==> src/rtl/tm1637_frame_xfer.sv <==
// ---------------------------------------------------------------------------
// tm1637_frame_xfer
//
// Sends one complete TM1637 frame on open-drain SCL/SDA pads. A frame is a
// start condition, then one or more bytes sent LSB first, each followed by
// an ACK slot, and finally a stop condition. Bytes arrive on a valid/ready
// stream. The frame ends after the byte flagged in_last, or after a NACK
// when ABORT_ON_NACK is set. Every bus phase lasts HALF_PERIOD clocks.
//
// Ports:
//   clk, rst              system clock, asynchronous active-low reset
//   in_valid/in_ready     byte stream handshake (accept when both high)
//   in_data, in_last      byte to send (LSB first) and end-of-frame marker
//   busy                  frame in progress
//   done                  one-cycle pulse when the stop condition completes
//   ack_err               at least one NACK in the current/last frame
//   bytes_sent            bytes whose ACK slot completed (saturating)
//   scl_en/scl_out        SCL pad: enable = pull low, data is constant 0
//   sda_en/sda_out        SDA pad: enable = pull low, data is constant 0
//   sda_in                raw SDA pad input (asynchronous)
// ---------------------------------------------------------------------------
module tm1637_frame_xfer #(
    parameter int HALF_PERIOD   = 256,
    parameter bit ABORT_ON_NACK = 1'b1,
    parameter int CNT_W         = 8
) (
    input  logic             clk,
    input  logic             rst,
    input  logic             in_valid,
    output logic             in_ready,
    input  logic [7:0]       in_data,
    input  logic             in_last,
    output logic             busy,
    output logic             done,
    output logic             ack_err,
    output logic [CNT_W-1:0] bytes_sent,
    output logic             scl_en,
    output logic             scl_out,
    output logic             sda_en,
    output logic             sda_out,
    input  logic             sda_in
);

    localparam int            PW     = $clog2(HALF_PERIOD);
    localparam logic [PW-1:0] RELOAD = PW'(HALF_PERIOD - 1);

    typedef enum logic [3:0] {
        IDLE,
        START,
        BIT_LO,
        BIT_HI,
        ACK_LO,
        ACK_HI,
        NEXT,
        STOP_LO,
        STOP_HI,
        STOP_END
    } state_t;

    state_t        state;
    logic [PW-1:0] phase_cnt;
    logic [2:0]    bit_idx;
    logic [7:0]    cur_byte;
    logic          cur_last;
    logic [1:0]    sda_sync;

    // Only IDLE and NEXT take a byte; every other state leaves the source holding it.
    assign in_ready = (state == IDLE) || (state == NEXT);

    // The pads are open drain: only the enables ever change.
    assign scl_out = 1'b0;
    assign sda_out = 1'b0;

    // Two-flop synchroniser; reset to 1 so a released bus reads as idle.
    always_ff @(posedge clk or negedge rst) begin
        if (!rst) begin
            sda_sync <= 2'b11;
        end else begin
            sda_sync <= {sda_sync[0], sda_in};
        end
    end

    // Each transition loads the pad enables for the state being entered, so
    // the outputs come straight from flops. Phase states count phase_cnt down
    // from RELOAD and leave when it reaches zero; IDLE and NEXT wait for a byte.
    always_ff @(posedge clk or negedge rst) begin
        if (!rst) begin
            state      <= IDLE;
            phase_cnt  <= '0;
            bit_idx    <= '0;
            cur_byte   <= '0;
            cur_last   <= 1'b0;
            scl_en     <= 1'b0;
            sda_en     <= 1'b0;
            busy       <= 1'b0;
            done       <= 1'b0;
            ack_err    <= 1'b0;
            bytes_sent <= '0;
        end else begin
            done <= 1'b0;
            case (state)
                IDLE: begin
                    if (in_valid) begin
                        cur_byte   <= in_data;
                        cur_last   <= in_last;
                        ack_err    <= 1'b0;
                        bytes_sent <= '0;
                        busy       <= 1'b1;
                        scl_en     <= 1'b0;
                        sda_en     <= 1'b1;
                        phase_cnt  <= RELOAD;
                        state      <= START;
                    end
                end
                NEXT: begin
                    if (in_valid) begin
                        cur_byte  <= in_data;
                        cur_last  <= in_last;
                        bit_idx   <= '0;
                        scl_en    <= 1'b1;
                        sda_en    <= ~in_data[0];
                        phase_cnt <= RELOAD;
                        state     <= BIT_LO;
                    end
                end
                default: begin
                    if (phase_cnt != '0) begin
                        phase_cnt <= phase_cnt - PW'(1);
                    end else begin
                        phase_cnt <= RELOAD;
                        case (state)
                            START: begin
                                bit_idx <= '0;
                                scl_en  <= 1'b1;
                                sda_en  <= ~cur_byte[0];
                                state   <= BIT_LO;
                            end
                            BIT_LO: begin
                                scl_en <= 1'b0;
                                state  <= BIT_HI;
                            end
                            BIT_HI: begin
                                scl_en <= 1'b1;
                                if (bit_idx != 3'd7) begin
                                    bit_idx <= bit_idx + 3'd1;
                                    sda_en  <= ~cur_byte[bit_idx + 3'd1];
                                    state   <= BIT_LO;
                                end else begin
                                    sda_en <= 1'b0;
                                    state  <= ACK_LO;
                                end
                            end
                            ACK_LO: begin
                                scl_en <= 1'b0;
                                state  <= ACK_HI;
                            end
                            ACK_HI: begin
                                // Last cycle of the high half: a released SDA means NACK.
                                if (sda_sync[1]) begin
                                    ack_err <= 1'b1;
                                end
                                if (bytes_sent != {CNT_W{1'b1}}) begin
                                    bytes_sent <= bytes_sent + CNT_W'(1);
                                end
                                scl_en <= 1'b1;
                                if (cur_last || (sda_sync[1] && ABORT_ON_NACK)) begin
                                    sda_en <= 1'b1;
                                    state  <= STOP_LO;
                                end else begin
                                    sda_en <= 1'b0;
                                    state  <= NEXT;
                                end
                            end
                            STOP_LO: begin
                                scl_en <= 1'b0;
                                sda_en <= 1'b1;
                                state  <= STOP_HI;
                            end
                            STOP_HI: begin
                                scl_en <= 1'b0;
                                sda_en <= 1'b0;
                                state  <= STOP_END;
                            end
                            STOP_END: begin
                                done  <= 1'b1;
                                busy  <= 1'b0;
                                state <= IDLE;
                            end
                            default: begin
                                state <= IDLE;
                            end
                        endcase
                    end
                end
            endcase
        end
    end

endmodule

==> config.mk <==
export PLATFORM = sky130hd
export DESIGN_NAME = tm1637_frame_xfer
export DESIGN_NICKNAME = d
export VERILOG_FILES = /design/src/rtl/tm1637_frame_xfer.sv
export SDC_FILE = /design/constraint.sdc
export NUM_CORES = 1
export LEC_CHECK = 0
export ABC_AREA = 0
export CORE_ASPECT_RATIO = 0.8
export CORE_MARGIN = 3
export CORE_UTILIZATION = 40
export CTS_BUF_LIST = sky130_fd_sc_hd__clkbuf_4 sky130_fd_sc_hd__clkbuf_8
export DETAILED_ROUTE_END_ITERATION = 8
export GPL_TIMING_DRIVEN = 1
export PLACE_DENSITY_LB_ADDON = 0.08
export SLEW_MARGIN = 20
export SYNTH_ARGS = -nofsm -noshare
export SYNTH_HDL_FRONTEND = slang
export SYNTH_SLANG_ARGS = --single-unit
==> constraint.sdc <==
create_clock -name clk -period 2.2 [get_ports clk]
set_clock_uncertainty 0.05 [all_clocks]
set_input_delay 0.33 -clock clk [delete_from_list [all_inputs] [get_ports clk]]
set_output_delay 0.33 -clock clk [all_outputs]
set_load 0.02 [all_outputs]
==> results of run 1 <==
repair_timing:
item	in CTS	in global routing
resized for setup	2	0
endpoints found under the hold margin	18	0
hold buffers	1	0
endpoints found under the setup margin	1	0
flip-flops by register name, indices dropped and copies added (netlist names):
| signal | flops |
|---|---|
| state | 4 |
| scl_en | 1 |
| bit_idx | 3 |
| sda_en | 1 |
| phase_cnt | 8 |
| sda_sync | 2 |
| ack_err | 1 |
| busy | 1 |
| bytes_sent | 8 |
| done | 1 |
| cur_last | 1 |
| cur_byte | 8 |
layer usage:
metal,wire length [um],vias to the layer above
met5,0,-
met4,53,0
met3,163,5
met2,2288,34
met1,2227,877
li1,-,841
critical path: stages (launching register included):
cell and delay, ns:
dfrtp_1 0.43, ha_1 0.22, ha_1 0.33, mux4_2 0.50, nor4b_1 0.24, a2111oi_0 0.10
o21ai_1 0.14
how the worst min path moves through the flow:
| stage | to | slack [ns] | depth (start not counted) |
|---|---|---|---|
| finish | sda_sync[1] | 0.32 | 0 |
| global placement | phase_cnt[2] | 0.24 | 1 |
| global route | sda_sync[1] | 0.32 | 0 |
| detailed placement | phase_cnt[2] | 0.25 | 1 |
| floorplan | ack_err | -0.02 | 0 |
| CTS | sda_sync[1] | 0.32 | 0 |
area by class of cell:
| class | count | area (um^2) |
|---|---|---|
| tap | 62 | 77.57 |
| timing repair buffer | 38 | 346.6 |
| sequential | 39 | 979.7 |
| fill | 465 | 2477 |
| clock inverter | 3 | 67.56 |
| clock buffer | 5 | 68.82 |
| multi-input combinational | 151 | 1067 |
| inverter | 10 | 37.54 |
kinds of logic (layout without fill, tap and decap cells):
group | after synthesis | count (layout) | share of synthesized area (%)
AND/OR/NAND/NOR | 65 | 65 | 17.23
AO/OA/AOI/OAI | 59 | 59 | 18.39
flip-flops | 39 | 39 | 45.36
buffers and inverters | 23 | 56 | 5.336
multiplexers | 12 | 12 | 7.309
XOR/XNOR | 7 | 7 | 2.842
adder cells (fa/ha/maj) | 6 | 6 | 3.364
other | 1 | 2 | 0.1738
cells in the final DEF (no fill, tap or decap), drive strengths merged, types with 3 or more instances in the layout:
cell type	n
a21oi	11
ha	5
inv	10
o31ai	4
and3	3
buf	12
mux2	10
clkbuf	5
a31oi	5
nand3	11
dfrtp	37
xor2	5
nor3	5
nand2	13
clkdlybuf4s50	24
a21o	5
o21ai	17
nor2	14
power groups by stage:
stage | sequential, mW | clock [mW] | combinational [mW]
3_3_place_gp | 1.28 | 0 | 1.54
2_1_floorplan | 1.26 | 0 | 1.12
3_5_place_dp | 1.29 | 0 | 1.60
5_1_grt | 1.33 | 0.763 | 1.76
6_report | 1.28 | 0.716 | 1.59
4_1_cts | 1.28 | 0.737 | 1.60
==> qor.yml, run 1 <==
power:
  power_switching_mw: 1.352
  switching_share_pct: 37.69
  clkPwrFrac_pct: 20.0
  seqPwrFrac_pct: 35.7
  p_total_mw: 3.586
  p_per_area_mw_per_mm2: 1356
  p_int_mw: 2.234
  p_leak_nw: 1.107
  ir_drop_mv: 0.5514
  p_comb_share_pct: 44.3
global_route:
  grt_max_degree: 22
  grt_busiest_layer: "met2"
  grt_pass1_vias: 1762
  grt_use_met3_pct: 4.253
  grt.overflow.total: 0
  grt_pass1_wl_mm: 8.286
  grt_use_total_pct: 16.73
  use_met1_pct: 21.31
  gr-usage-met2_pct: 27.68
  grt_antenna_before_repair: 0
timing:
  max_freq_mhz: 480.3
  fin_crit_sh_pct: 94.64
  hold_violations: 0
  min_period_ns: 2.082
  drv_slew: 0
  tns_ns: 0
  setup_viol: 0
  rsz0062_at_grt: "false"
  fin_ws_ns: 0.1179
  hold-worst-slack_ns: 0.3166
detailed_routing:
  post_drt_via_cell_ratio: 5.705
  drt-total-wl_mm: 4.733
  post_drt_wl_per_cell_um: 15.37
  vias: 1757
  drc_errors: 0
  dr.pass1.iters: 7
  drtIter0Drc: 77
  ant_nets: 0
cells_and_area:
  diodes: 0
  final_nets: 263
  syn_to_final_growth_pct: 22.62
  utilization_pct: 51.64
  final-instance-count-excl-fill: 308
  stdcell_area_mm2: 0.002645
  drive_gt1_share_pct: 18.70
clock_tree:
  clock_latency_ns: 0.29
  cts_buffers: 5
  post_cts.repair.setup_buffers: 0
  tritoncts: "done"
  cts.root.buffer_cell: "clkbuf_8"
  path_clk_slew_ns: 0.08
  cts_sinks: 39
  clockBufferDepth: 2
  cts-htree-levels: 2
synthesis:
  synth_edf_count: 0
  synth_cell_type_count: 58
  async_flop_share_pct: 100.0
  netlist_area_mm2: 0.002157
  yosysSeqAreaShare_pct: 45.36
  syn_area_per_cell_um2: 10.17
  synth_top_area_cell: "dfrtp_1"
  ys_ff_latch: 39
  synthFlopType: "dfrtp_1"
  syn_inst: 212
  synthTopCellsByArea: "dfrtp_1 43%, mux2_2 5.2%, o21ai_0 3.5%, ha_1 2.9%, nand3_1 2.6%"
  synth_common_cells: "37 x dfrtp_1, 15 x o21ai_0, 13 x nor2_1, 12 x nand2_1, 11 x nand3_1"
  yosysWarnings: 0
  yosysMostFrequentCell: "dfrtp_1"
  synth_top_area_share_pct: 42.92
worst_setup_path:
  worstSetupPathType: "reg -> reg"
  timing.rr.end: "sda_en"
  worstSetupStartpointType: "flip-flop"
  reg2reg_setup_slack_ns: 0.12
  reg2reg_from: "bit_idx[0]"
  worst_ep_required_time_ns: 2.37
  end_kind: "flip-flop"
  critical_path_arrival_ns: 2.25
  critical_path_peak_fanout: 4
  setup.worst_path.start: "bit_idx[0]"
  crit_end: "sda_en"
  r2r_cells: 6
hold_path:
  hp-class: "reg -> reg"
  min_from: "sda_sync[0]"
place:
  gp_congestion: 0.8419
  place_area_mm2: 0.002499
  place_ws_ns: 0.1012
  dp_hpwl_mm: 3.487
  port_buffers: 26
  dp.cells: 299
floorplan:
  num_rows: 23
  start_util_pct: 42.11
  ios: 29
  core_area_mm2: 0.005122
  die_h_um: 71.68
  die_w_um: 88.10
  die-area_mm2: 0.006315
job:
  cap_viol_max_count: 0
run_status:
  outcome: "completed"
Note: power is estimated with default switching activity, not from simulation.
==> inputs of run 2 (changes only) <==
GPL_TIMING_DRIVEN = 0   (was 1)
==> qor.yml, run 2 (synthesis results as in run 1) <==
power:
  ir_drop_mv: 0.6526
  p_leak_nw: 1.114
  p_per_area_mw_per_mm2: 1303
cells_and_area:
  drive_gt1_share_pct: 19.68
  final_nets: 266
  diodes: 0
  multiInputGateArea_mm2: 0.001086
  largest_registers: "bytes_sent: 8 flops, cur_byte: 8 flops, phase_cnt: 8 flops"
  final_common_cell: "dfrtp_1"
  stdcell_area_mm2: 0.002669
  layout_common_cells: "36 x dfrtp_1, 24 x clkdlybuf4s50_1, 15 x o21ai_0, 13 x nor2_1, 12 x nand2_1"
  fillers: 489
  regArea_um2: 979.7
  syn_to_final_growth_pct: 23.72
place:
  place_ws_ns: -0.09296
  gp_congestion: 0.8030
  dp_hpwl_mm: 3.280
  port_buffers: 26
  place_area_mm2: 0.002521
timing:
  fin_ws_ns: 0.1214
  tns_ns: 0
  min_period_ns: 2.079
  hold_violations: 0
  fin_crit_sh_pct: 94.48
  drv_slew: 0
  setup_viol: 0
  max_freq_mhz: 481.1
  worst_pin_slew_ns: 0.5045
  slew_headroom_pct: 66.36
worst_setup_path:
  path_buf_inv: 0
  crit_chain: "ha_1 -> ha_4 -> mux4_2 -> nor4b_2 -> a2111oi_0 -> o21ai_1"
  end_kind: "flip-flop"
  cp_top_family: "adder cells"
  critical_path_peak_fanout: 4
  worstSetupPathType: "reg -> reg"
  cpPeakStageDelay_ns: 0.50
  critical_path_arrival_ns: 2.25
  worst_ep_required_time_ns: 2.37
  crit_slowest_cell: "mux4_2"
  worstSetupStartpointType: "flip-flop"
clock_tree:
  cts_buffers: 5
  clock_latency_ns: 0.29
  cts_sinks: 39
  cts-htree-levels: 2
  path_clk_slew_ns: 0.08
  clockBufferDepth: 2
  cts.root.buffer_cell: "clkbuf_8"
  post_cts.repair.setup_buffers: 0
  tritoncts: "done"
hold_path:
  hp-class: "reg -> reg"
global_route:
  grt_pass1_wl_mm: 8.148
  grt_max_degree: 21
  grt_use_total_pct: 16.43
  grt_pass1_vias: 1663
  grt.overflow.total: 0
  grt_antenna_before_repair: 0
detailed_routing:
  post_drt_wl_per_cell_um: 14.67
  drtIter0Drc: 148
  ant_nets: 0
  drc_errors: 0
  drt-total-wl_mm: 4.562
  post_drt_via_cell_ratio: 5.460
  vias: 1698
  dr.pass1.iters: 4
floorplan:
  core_area_mm2: 0.005122
  die_h_um: 71.68
  start_util_pct: 42.11
  die_w_um: 88.10
  num_rows: 23
  ios: 29
  die-area_mm2: 0.006315
job:
  cap_viol_max_count: 0
run_status:
  outcome: "completed"
[run 2: final timing paths]
check / end / start / depth (start not counted) / slack [ns]
hold / removal: sda_sync[1] / sda_sync[0] / 0 / 0.31
min in group asynchronous: phase_cnt[1] / rst / 2 / 0.48
setup / recovery: sda_en / bit_idx[0] / 6 / 0.12
setup reg to reg: sda_en / bit_idx[0] / 6 / 0.12
max in group asynchronous: sda_sync[0] / rst / 3 / 1.06
hold reg to reg: sda_sync[1] / sda_sync[0] / 0 / 0.31
[run 2: report_power, final]
group / switching (mW) / internal (mW) / leakage (nW)
sequential: 0.234 / 0.991 / 0.450
combinational: 0.839 / 0.787 / 0.602
clock: 0.260 / 0.367 / 0.0612
total: 1.33 / 2.14 / 1.11
[run 2: cell type report]
cell class,instances,share of cell area (%)
inverter,10,1.406
clock buffer,6,3.094
tap,62,2.907
buffer,13,3.094
clock inverter,2,1.313
multi-input combinational,151,40.69
timing repair buffer,28,10.78
sequential,39,36.71
[run 2: metal layers]
metal	GRT usage, %	share of wire [%]
met1	25.02	52
met2	23.33	43
met4	5.034	1.2
met3	3.448	3.5
met5	0	0
[run 2: stage by stage]
stage                     std cells  util (%)  total power [mW]  hold slack [ns]
after floorplan                 213         -             2.371         -0.01559
after global placement          301     48.78             2.833           0.2996
after detailed placement        302     49.22             2.841           0.2798
after CTS                       311     51.73             3.481           0.3123
after global routing            311     52.10             3.799           0.3156
final                           311     52.10             3.478           0.3099
[run 2: repair_timing]
item	CTS	global route
setup endpoints to repair	1	5
hold buffers	1	0
resized for setup	2	6
endpoints found under the hold margin	19	0
[run 2: worst register-to-register path: stages (launching register included)]
cell	delay, ns
dfrtp_2	0.44
ha_1	0.24
ha_4	0.29
mux4_2	0.50
nor4b_2	0.21
a2111oi_0	0.11
o21ai_1	0.17
==> inputs of run 3 (changes only) <==
ABC_AREA = 1   (was 0)
SLEW_MARGIN = unset   (was 20)
==> qor.yml, run 3 <==
cells_and_area:
  largest_registers: "bytes_sent: 8 flops, cur_byte: 8 flops, phase_cnt: 8 flops"
  multiInputGateArea_mm2: 0.001091
  syn_to_final_growth_pct: 22.08
  fillers: 490
  utilization_pct: 52.25
  final_common_cell: "nand2_1"
  final_nets: 335
  layout_common_cells: "89 x nand2_1, 37 x dfrtp_1, 30 x nor2_1, 27 x inv_1, 27 x nand3_1"
  final-instance-count-excl-fill: 380
  drive_gt1_share_pct: 12.89
  diodes: 0
  regArea_um2: 978.4
worst_setup_path:
  worst_ep_required_time_ns: 1.82
  critical_path_arrival_ns: 1.67
  worstSetupPathType: "reg -> out"
  end_kind: "output port"
  critical_path_peak_fanout: 10
  worstSetupStartpointType: "flip-flop"
power:
  ir_drop_mv: 0.5207
  p_int_mw: 1.940
  p_comb_share_pct: 49.7
  switching_share_pct: 43.33
  power_switching_mw: 1.483
  p_leak_nw: 1.315
  p_per_area_mw_per_mm2: 1272
  clkPwrFrac_pct: 17.8
  seqPwrFrac_pct: 32.5
hold_path:
  hp-class: "reg -> reg"
global_route:
  grt_max_degree: 21
  grt_antenna_before_repair: 0
  grt_pass1_vias: 1708
  grt_pass1_wl_mm: 7.969
  grt.overflow.total: 0
  grt_use_total_pct: 15.73
clock_tree:
  clock_latency_ns: 0.28
  clockBufferDepth: 2
  cts_sinks: 39
  tritoncts: "done"
  cts.root.buffer_cell: "clkbuf_8"
  post_cts.repair.setup_buffers: 0
  cts_buffers: 5
  cts-htree-levels: 2
  path_clk_slew_ns: 0.08
detailed_routing:
  drtIter0Drc: 72
  drt-total-wl_mm: 4.603
  post_drt_wl_per_cell_um: 12.11
  post_drt_via_cell_ratio: 4.737
  vias: 1800
  drc_errors: 0
  ant_nets: 0
  dr.pass1.iters: 4
synthesis:
  async_flop_share_pct: 100.0
  synth_edf_count: 0
  yosysSeqAreaShare_pct: 44.38
  syn_area_per_cell_um2: 7.846
  ys_ff_latch: 39
  synth_top_area_share_pct: 42.00
  synth_cell_type_count: 32
  syn_inst: 281
  synth_top_area_cell: "dfrtp_1"
  yosysWarnings: 0
  yosysMostFrequentCell: "nand2_1"
  synthTopCellsByArea: "dfrtp_1 42%, nand2_1 15%, nand3_1 6.1%, nor2_1 5.1%, inv_1 4.6%"
  synthFlopType: "dfrtp_1"
  netlist_area_mm2: 0.002205
  synth_common_cells: "89 x nand2_1, 37 x dfrtp_1, 30 x nor2_1, 27 x inv_1, 27 x nand3_1"
timing:
  drv_slew: 0
  worst_pin_slew_ns: 0.5138
  setup_viol: 0
  fin_crit_sh_pct: 93.26
  min_period_ns: 2.052
  rsz0062_at_grt: "false"
  max_freq_mhz: 487.4
  slew_headroom_pct: 65.75
  hold_violations: 0
floorplan:
  ios: 29
  core_area_mm2: 0.005151
  start_util_pct: 42.80
  num_rows: 23
  die_w_um: 89
  die-area_mm2: 0.006444
  die_h_um: 72.40
run_status:
  outcome: "completed"
place:
  port_buffers: 26
  dp_hpwl_mm: 3.480
  gp_congestion: 0.8327
  dp.cells: 371
job:
  cap_viol_max_count: 0
[run 3: cell types whose count changed in the layout (fill, tap and decap cells not counted), moves of 5 or more]
cell	before	now
a21o_1	5	0
a21oi_1	10	1
a31oi_1	5	0
inv_1	10	27
nand2_1	12	89
nand3_1	11	27
nor2_1	13	30
o21ai_0	15	9
[run 3: what timing repair did]
item,in CTS,in global routing
endpoints found under the hold margin,19,0
endpoints found under the setup margin,1,0
gates resized for setup,1,0
hold buffers,1,0
[run 3: kinds of logic after synthesis]
family | Yosys count | share of synthesized area (%)
buffers and inverters | 33 | 6.300
and+or+nand+nor | 168 | 34.05
adders and majority gates | 5 | 2.838
DFF | 39 | 44.38
AOI/OAI and AO/OA | 21 | 5.789
xor gates and xnor gates | 6 | 2.384
other | 1 | 0.1701
muxes | 8 | 4.086
[run 3: layout make-up]
| cell class | instances | share of cell area (%) |
|---|---|---|
| Multi-Input combinational cell | 210 | 40.54 |
| Sequential cell | 39 | 36.36 |
| Timing Repair Buffer | 28 | 10.83 |
| Inverter | 30 | 4.184 |
| Clock buffer | 7 | 3.115 |
| Tap cell | 62 | 2.882 |
| Clock inverter | 1 | 1.116 |
| Buffer | 3 | 0.9763 |
[run 3: metrics by stage]
step	setup WS, ns	cell area, um^2	TNS (ns)	hold WS, ns	power (mW)
floorplan	0.6871	2208	0	-0.01559	2.374
global placement	-0.3191	2546	-11.71	0.2985	2.832
detailed placement	0.1812	2569	0	0.2851	2.852
CTS	0.1293	2691	0	0.3116	3.474
global route	0.05158	2691	0	0.3167	3.742
finish	0.1482	2691	0	0.3103	3.424
[run 3: critical path, cell delays in order (launching register included)]
cell	delay, ns
dfrtp_1	0.47
nor2_2	0.23
nand2_2	0.20
nand2_4	0.15
dlygate4sd2_1	0.35
[run 3: power by group through the flow]
stage	Clock [mW]	Sequential, mW	Combinational (mW)
after global routing	0.671	1.15	1.92
after CTS	0.636	1.11	1.73
final	0.611	1.11	1.70
after floorplan	0	1.13	1.25
after global placement	0	1.12	1.71
after detailed placement	0	1.12	1.73
[run 3: final timing paths]
| path | end | cells past startpoint | from | slack (ns) |
|---|---|---|---|---|
| setup reg to reg | bytes_sent[7] | 7 | state[1] | 0.38 |
| min in group asynchronous | phase_cnt[2] | 2 | rst | 0.50 |
| max in group asynchronous | sda_sync[0] | 3 | rst | 1.05 |
| hold / removal | sda_sync[1] | 0 | sda_sync[0] | 0.31 |
| hold reg to reg | sda_sync[1] | 0 | sda_sync[0] | 0.31 |
| setup / recovery | in_ready | 4 | state[1] | 0.15 |
[run 3: per-layer routing]
metal	routed length [um]	GRT usage, %
met1	2569	25.16
met3	188	3.632
met4	15	2.975
met2	1830	21.50
met5	0	0
